[src/rtl/decode_stage.sv]
// decode_stage: RV32I decode between the instruction queue and rename.
//   Each cycle it can accept one raw instruction from the IQ and decode it
//   combinationally. The decoded packet is written into a DEPTH-entry FIFO,
//   and rename reads the packet at the head of that FIFO.
//
// Ports:
//   clk, rst_n            clock; asynchronous active-low reset
//   flush                 empties the buffer on the next edge; input is dropped
//   iq_valid/iq_ready     IQ handshake. iq_ready depends only on the count and flush.
//   iq_inst, iq_pc        raw instruction and its PC
//   dec_valid/dec_ready   rename handshake on the head packet
//   dec_pc .. dec_imm     decoded head packet (all zero while the buffer is empty)
//   dec_flags             {illegal, is_csr, is_jump, is_branch, is_store, is_load, writes_rd}
module decode_stage #(
  parameter int DEPTH = 2
) (
  input  logic        clk,
  input  logic        rst_n,
  input  logic        flush,
  input  logic        iq_valid,
  input  logic [31:0] iq_inst,
  input  logic [31:0] iq_pc,
  output logic        iq_ready,
  output logic        dec_valid,
  input  logic        dec_ready,
  output logic [31:0] dec_pc,
  output logic [6:0]  dec_opcode,
  output logic [2:0]  dec_funct3,
  output logic [6:0]  dec_funct7,
  output logic [4:0]  dec_rs1,
  output logic [4:0]  dec_rs2,
  output logic [4:0]  dec_rd,
  output logic [31:0] dec_imm,
  output logic [6:0]  dec_flags
);
  localparam int PW = (DEPTH > 1) ? $clog2(DEPTH) : 1;
  localparam int CW = PW + 1;

  typedef enum logic [6:0] {
    OP_LOAD  = 7'b0000011,
    OP_IMM   = 7'b0010011,
    OP_AUIPC = 7'b0010111,
    OP_STORE = 7'b0100011,
    OP_REG   = 7'b0110011,
    OP_LUI   = 7'b0110111,
    OP_BR    = 7'b1100011,
    OP_JALR  = 7'b1100111,
    OP_JAL   = 7'b1101111,
    OP_CSR   = 7'b1110011
  } rv32i_op_b_t;

  typedef struct packed {
    logic [31:0] pc;
    logic [6:0]  opcode;
    logic [2:0]  funct3;
    logic [6:0]  funct7;
    logic [4:0]  rs1;
    logic [4:0]  rs2;
    logic [4:0]  rd;
    logic [31:0] imm;
    logic [6:0]  flags;
  } pkt_t;

  // ---------------- decode ----------------
  logic [6:0]  op;
  logic [2:0]  f3;
  logic [6:0]  f7;
  logic [31:0] imm_i;
  logic        known, bad, use_rs1, use_rs2, use_rd;
  logic        jump, branch, load, store, csr, illegal;
  logic [31:0] imm;
  logic [4:0]  rs1_idx, rs2_idx, rd_idx;
  pkt_t        dec_pkt;

  assign op    = iq_inst[6:0];
  assign f3    = iq_inst[14:12];
  assign f7    = iq_inst[31:25];
  assign imm_i = {{20{iq_inst[31]}}, iq_inst[31:20]};

  always_comb begin
    known   = 1'b1;
    bad     = 1'b0;
    use_rs1 = 1'b0;
    use_rs2 = 1'b0;
    use_rd  = 1'b0;
    jump    = 1'b0;
    branch  = 1'b0;
    load    = 1'b0;
    store   = 1'b0;
    csr     = 1'b0;
    imm     = 32'h0;
    case (op)
      OP_LUI, OP_AUIPC: begin
        use_rd = 1'b1;
        imm    = {iq_inst[31:12], 12'h000};
      end
      OP_JAL: begin
        use_rd = 1'b1;
        jump   = 1'b1;
        imm    = {{12{iq_inst[31]}}, iq_inst[19:12], iq_inst[20], iq_inst[30:21], 1'b0};
      end
      OP_JALR: begin
        use_rs1 = 1'b1;
        use_rd  = 1'b1;
        jump    = 1'b1;
        imm     = imm_i;
        bad     = (f3 != 3'b000);
      end
      OP_BR: begin
        use_rs1 = 1'b1;
        use_rs2 = 1'b1;
        branch  = 1'b1;
        imm     = {{20{iq_inst[31]}}, iq_inst[7], iq_inst[30:25], iq_inst[11:8], 1'b0};
        bad     = (f3[2:1] == 2'b01);                 // 010, 011
      end
      OP_LOAD: begin
        use_rs1 = 1'b1;
        use_rd  = 1'b1;
        load    = 1'b1;
        imm     = imm_i;
        bad     = (f3 == 3'b011) || (f3[2:1] == 2'b11); // 011, 110, 111
      end
      OP_STORE: begin
        use_rs1 = 1'b1;
        use_rs2 = 1'b1;
        store   = 1'b1;
        imm     = {{20{iq_inst[31]}}, iq_inst[31:25], iq_inst[11:7]};
        bad     = (f3 > 3'b010);
      end
      OP_IMM: begin
        use_rs1 = 1'b1;
        use_rd  = 1'b1;
        imm     = imm_i;
        // Only the shifts carry a funct7. Only srai may use the alternate encoding.
        if (f3 == 3'b001)      bad = (f7 != 7'h00);
        else if (f3 == 3'b101) bad = (f7 != 7'h00) && (f7 != 7'h20);
      end
      OP_REG: begin
        use_rs1 = 1'b1;
        use_rs2 = 1'b1;
        use_rd  = 1'b1;
        bad     = !((f7 == 7'h00) || ((f7 == 7'h20) && ((f3 == 3'b000) || (f3 == 3'b101))));
      end
      OP_CSR: begin
        use_rs1 = 1'b1;
        use_rd  = 1'b1;
        csr     = 1'b1;
        imm     = imm_i;
      end
      default: known = 1'b0;
    endcase
  end

  assign illegal = !known || bad;
  assign rs1_idx = (use_rs1 && !illegal) ? iq_inst[19:15] : 5'd0;
  assign rs2_idx = (use_rs2 && !illegal) ? iq_inst[24:20] : 5'd0;
  assign rd_idx  = (use_rd  && !illegal) ? iq_inst[11:7]  : 5'd0;

  always_comb begin
    dec_pkt        = '0;
    dec_pkt.pc     = iq_pc;
    dec_pkt.opcode = op;
    dec_pkt.funct3 = f3;
    dec_pkt.funct7 = f7;
    dec_pkt.rs1    = rs1_idx;
    dec_pkt.rs2    = rs2_idx;
    dec_pkt.rd     = rd_idx;
    dec_pkt.imm    = imm;
    // A nonzero rd already implies that rd is used and the instruction is legal.
    dec_pkt.flags  = {illegal, csr & !illegal, jump & !illegal, branch & !illegal,
                      store & !illegal, load & !illegal, (rd_idx != 5'd0)};
  end

  // ---------------- packet buffer ----------------
  pkt_t          mem [DEPTH];
  logic [PW-1:0] head, tail;
  logic [CW-1:0] count;
  logic          push, pop;
  pkt_t          head_pkt;

  assign iq_ready  = (count != CW'(DEPTH)) && !flush;
  assign dec_valid = (count != '0);
  assign push      = iq_valid && iq_ready;
  assign pop       = dec_valid && dec_ready;

  always_ff @(posedge clk or negedge rst_n) begin
    if (!rst_n) begin
      count <= '0;
      head  <= '0;
      tail  <= '0;
    end else if (flush) begin
      count <= '0;
      head  <= '0;
      tail  <= '0;
    end else begin
      if (push) tail <= tail + PW'(1);
      if (pop)  head <= head + PW'(1);
      count <= count + CW'(push) - CW'(pop);
    end
  end

  // The payload needs no reset. An entry is never read unless count says it is live.
  always_ff @(posedge clk) begin
    if (push) mem[tail] <= dec_pkt;
  end

  assign head_pkt   = dec_valid ? mem[head] : '0;
  assign dec_pc     = head_pkt.pc;
  assign dec_opcode = head_pkt.opcode;
  assign dec_funct3 = head_pkt.funct3;
  assign dec_funct7 = head_pkt.funct7;
  assign dec_rs1    = head_pkt.rs1;
  assign dec_rs2    = head_pkt.rs2;
  assign dec_rd     = head_pkt.rd;
  assign dec_imm    = head_pkt.imm;
  assign dec_flags  = head_pkt.flags;
endmodule

[config.mk]
export PLATFORM = sky130hd
export DESIGN_NAME = decode_stage
export DESIGN_NICKNAME = d
export VERILOG_FILES = /design/src/rtl/decode_stage.sv
export SDC_FILE = /design/constraint.sdc
export NUM_CORES = 1
export LEC_CHECK = 0
export ABC_AREA = 0
export CAP_MARGIN = 20
export CORE_MARGIN = 4
export CORE_UTILIZATION = 55
export CTS_BUF_LIST = sky130_fd_sc_hd__clkbuf_8
export CTS_CLUSTER_DIAMETER = 80
export DETAILED_ROUTE_END_ITERATION = 10
export DONT_BUFFER_PORTS = 1
export PLACE_DENSITY_LB_ADDON = 0.15
export SLEW_MARGIN = 5
export SYNTH_ARGS = -nofsm -noshare
export SYNTH_HDL_FRONTEND = slang
export SYNTH_SLANG_ARGS = --single-unit
[constraint.sdc]
create_clock -name clk -period 5.1 [get_ports clk]
set_input_delay 1.02 -clock clk [delete_from_list [all_inputs] [get_ports clk]]
set_output_delay 1.02 -clock clk [all_outputs]
set_load 0.02 [all_outputs]
# Yosys cells after proc, flatten, opt, wreduce, memory -nomap -nowiden
# Memories as Yosys holds them, arrays and structs flattened.
# Cells that the tools add are included.
# totals
mem_count,1
ram_bits,206
out_inout_bits,105
word_cells,87
ff_bits,4
input_bits,69
# op_classes
bitwise,5
mux,24
reduce_logical,31
n_addsub,4
n_eq_ne,18
order_cmp,1
# memory_table
name,depth,word_bits,rd,rd_clocked_by_memory_dff,wr,line_no,rtl
mem,2,103,1,0,1,175,pkt_t mem [DEPTH];
# op_table
op,n
case mux 32 bit (5 select lines),1
two-way mux 103 bit,1
== test 7 x 6 -> 1 bit (second input constant),4
== test 7 bit (second input constant),4
two-way mux 1 bit,17
two-way mux 5 bit,3
== test 7 x 5 -> 1 bit (second input constant),2
OR reduction 10 bit,1
logical AND 1 bit,8
OR reduction 8 bit,1
== test 7 x 2 -> 1 bit (second input constant),1
zero test 7 bit,1
inequality test 7 x 6 -> 1 bit (second input constant),1
nonzero test 7 bit,1
OR reduction 7 bit,1
case mux 1 bit (6 select lines),1
nonzero test 2 bit,3
bitwise AND 1 bit,5
nonzero test 5 bit,1
zero test 1 bit,4
logical OR 1 bit,4
OR reduction 2 bit,2
OR reduction 4 bit,1
== test 3 x 1 -> 1 bit (second input constant),1
13 further kinds,14

# Depth between registers and ports, before layout
# depth
depth_word,11
mapped_depth,8
depth_no_buf,8

# Least setup slack after synthesis
# No wires, ideal clock.
# synth_timing
path_type,in2reg
start,in flush
end,mem mem[0][0] in the netlist's numbering (enable)
path_slack_ns,-1.403
setup_ns,0.566
cell_stages,3
t_required_ns,4.534
t_arrival_ns,5.937
n_path_buf,0
cell_sequence,a21oi_1 -> nand2_1 -> nor2_1
# synth_via
elab_chain_cells,5
# synth_rtl
element,line_no,rtl
start: declaration,19,"input logic flush,"
zero test 1 bit,181,assign iq_ready = (count != CW'(DEPTH)) && !flush;
logical AND 1 bit,181,
logical AND 1 bit,183,assign push = iq_valid && iq_ready;
two-way mux 1 bit,204,if (push) mem[tail] <= dec_pkt;
two-way mux 1 bit (not written as such),204,
end: declaration,175,
# Every way passes these cells.

# Worst setup path in the final report
# layout_timing
start,reg head
end,out dec_flags[5]
# layout_via
elab_chain_cells,2
# layout_rtl
element,line_no,rtl
start: declaration,176,"logic [PW-1:0] head, tail;"
start signal: assignment,197,if (pop) head <= head + PW'(1);
memory (2 x 103 bit),-,
two-way mux 103 bit,207,assign head_pkt = dec_valid ? mem[head] : '0;
end: declaration,34,output logic [6:0] dec_flags
# Every way passes these cells.

==> results by group <==
Layout
  • Final #Nets: 695
  • P&R area growth vs syn: 9.78%
  • Filler cell count: 1276
  • Ant diodes: 0
  • Share of cells above drive strength 1: 10.0%

STA
  • Achievable Freq: 0.283 GHz
  • Final min period: 3.54 ns
  • Clk_skew: 0.0289 ns
  • Worst Tran Pin Value: 1.08 ns
  • Final worst path period share: 69.3%
  • Final count of negative-setup-slack endpoints: 0
  • Worst slew margin: 27.8%
  • RSZ-0062 raised after global routing: no
  • Final-report hold violation count: 0
  • Final-report max-slew violation count: 0
  • Setup TNS: 0 ns

Logic synthesis
  • Synthesis-stage register bit count: 210
  • Post-synth ARST share: 1.90%
  • Share of the yosys chip area belonging to registers: 70.6%
  • Ys flop type: edfxtp_1
  • Mean Syn Cell Area: 14.5 sq um
  • Post-synth EDFFs: 206
  • Syn nets: 686
  • Synth cell types: 46
  • Synth area leaders: edfxtp_1, mux2i_1, nor2_1
  • Cell area after technology mapping: 0.00891 sq mm
  • Post-Syn Instances: 615
  • Largest area contributor in the netlist: edfxtp_1
  • Yosys warns: 0
  • Top cell type's share of synthesized area: 69.4%

Route
  • Via count: 5011
  • Routed len/inst: 20.7 microns
  • WL final: 17.9 mm
  • Drt first pass iters: 6
  • # DRC: 0
  • Post-DRT Antenna Nets: 0
  • Initial DRC count: 367
  • Via/cell ratio: 5.81

Floorplan
  • Die area: 0.0183 sq mm
  • IO Pins: 174
  • Placeable Area: 0.0159 sq mm
  • Die width: 135 microns
  • Initial Util: 56.1%
  • Die height: 135 microns
  • FP Rows: 46

Global routing
  • Largest net degree at the start of global routing: 79
  • GRT Resource Usage Total: 19.0%
  • Vias in the first global route: 5002
  • Congestion Overflow GR: 0
  • Antenna violations before repair: 0
  • Global-route wire length before repair: 27.0 mm

Worst setup path
  • Reg-to-reg endpoint: mem[1][102]$_DFFE_PP_
  • Crit Path Class: reg2out
  • WP data required: 4.08 ns
  • Critical path arrival: 2.52 ns
  • CP peak stage delay: 0.87 ns
  • CP endpoint kind: primary output
  • R2R depth: 4
  • Slowest stage cell, crit path: dfrtp_4
  • Startpoint types: flop
  • FF-to-FF setup slack: 2.40 ns
  • Worst reg2reg path startpoint: count[0]$_DFF_PN0_
  • Crit-path max FO: 67
  • CP Cell Sequence: buf_12, mux2i_1, nor2_1

Clock network
  • H-tree depth: 2
  • Cts repair resizes: 0
  • Hold-fix buffers, CTS: 0
  • Root buffer cell: clkbuf_8
  • Post-CTS setup buffer count: 0
  • Clock buffer count from CTS: 35
  • Clock-pin slew on the worst setup and hold paths: 0.06 ns
  • Worst skew pair latency: 0.51 ns
  • CTS tree: built
  • Num Clock Sinks: 210
  • Longest Clk Path Bufs: 3

Placement
  • Gpl congestion: 0.852
  • Number of buffers added on ports: 0
  • Hpwl dp: 11.8 mm

Flow run
  • Max_cap viols: 0

Status
  • Outcome: finished clean

Power and ir drop
  • Worst vdd ir: 0.325 mV
  • P per Cell Area: 506 mW/mm^2
  • Total power: 4950 uW
  • Leakage: 0.00337 uW

Worst hold path
  • Hold Crit Class: in2async
[area by class of cell]
type | instances | area, sq um | share of cell area [%]
flip-flops and latches | 210 | 6290 | 64.3
multi-input cells | 362 | 2460 | 25.2
inverters | 6 | 22.5 | 0.230
clock inverters | 22 | 119 | 1.22
well taps | 216 | 270 | 2.76
repair buffers | 9 | 90.1 | 0.921
clock buffers | 38 | 523 | 5.35
[how the worst max path moves through the flow]
stage	startpoint	endpoint	slack [ns]	cells past startpoint
after detailed placement	flush	mem[0][31]$_DFFE_PP_	1.80	4
after floorplan	flush	mem[0][0]$_DFFE_PP_	0.33	3
final	head$_DFFE_PN0P_	dec_flags[5]	1.56	3
after global placement	flush	mem[0][29]$_DFFE_PP_	1.86	4
after global routing	head$_DFFE_PN0P_	dec_imm[25]	1.49	3
after CTS	head$_DFFE_PN0P_	dec_imm[27]	1.57	3
[state kept, by name, summed over array words and instances, names as in the netlist]
register and count:
tail 1, mem 206, count 2, head 1
[cell usage after synthesis, types with 2 or more instances]
cell,n
o211ai_1,2
or2_2,2
and2_1,10
a22o_1,5
xnor2_1,2
buf_2,10
clkbuf_1,22
a21o_1,21
buf_1,4
o21ai_0,6
nand2b_1,4
inv_1,6
nor4_1,18
or4_1,5
xor2_1,3
nor2b_1,4
nand3b_1,2
ha_1,2
a31oi_1,3
mux2i_1,104
and3_1,3
edfxtp_1,206
dfrtp_1,4
nand2_1,17
a21oi_1,7
nand3_1,5
nor3_1,5
nand4_1,2
a211oi_1,2
nand4b_1,3
nor2_1,111
[critical path, delay by kind of cell (launching register included)]
family,cells,cell delay [ns]
buffers and inverters,1,0.43
DFF,1,0.87
muxes,1,0.14
and+or+nand+nor,1,0.44
[logic make-up after synthesis]
family | share of synthesized area [%]
AO/OA/AOI/OAI | 4.33
XOR/XNOR | 0.492
adder cells (fa/ha/maj) | 0.281
buffers and inverters | 1.99
flip-flops | 70.6
multiplexers | 11.7
AND/OR/NAND/NOR | 10.6
[metal layers]
metal	GRT usage [%]	part of all wire, %	vias to the layer above	wire (microns)
met5	0	0	-	0
met4	8.29	3.1	0	550
met3	5.39	7.8	50	1400
met2	31.6	50	185	8920
met1	23.4	39	2448	7020
li1	-	-	2328	-
[where the power goes]
part / switching (uW) / internal, uW / total, uW
logic: 1100 / 339 / 1440
registers: 94.6 / 2060 / 2160
clock network: 613 / 735 / 1350
total: 1810 / 3140 / 4950
[placed cells by master (no fill, tap or decap), drive strengths merged, types with 5 or more instances in the layout]
master,synthesis,routed
edfxtp,206,206
clkbuf,22,39
clkinv,0,9
buf,15,8
nand2,17,17
mux2i,104,104
inv,6,17
a22o,5,5
nor3,6,6
o21ai,6,6
a21oi,8,8
nand3,5,5
a21o,21,21
or4,6,6
and2,10,10
nor4,18,18
nor2,111,111
[metrics by stage]
stage / hold slack, ns / instance area (sq um) / worst slack, ns / utilization [%] / cells
floorplan: 0.480 / 8910 / 0.328 / - / 615
global placement: 0.538 / 9130 / 1.86 / 57.5 / 802
detailed placement: 0.566 / 9130 / 1.80 / 57.5 / 802
CTS: 0.194 / 9770 / 1.57 / 61.5 / 862
global route: 0.192 / 9780 / 1.49 / 61.6 / 863
finish: 0.222 / 9780 / 1.56 / 61.6 / 863
Note: power is estimated with default switching activity, not from simulation.
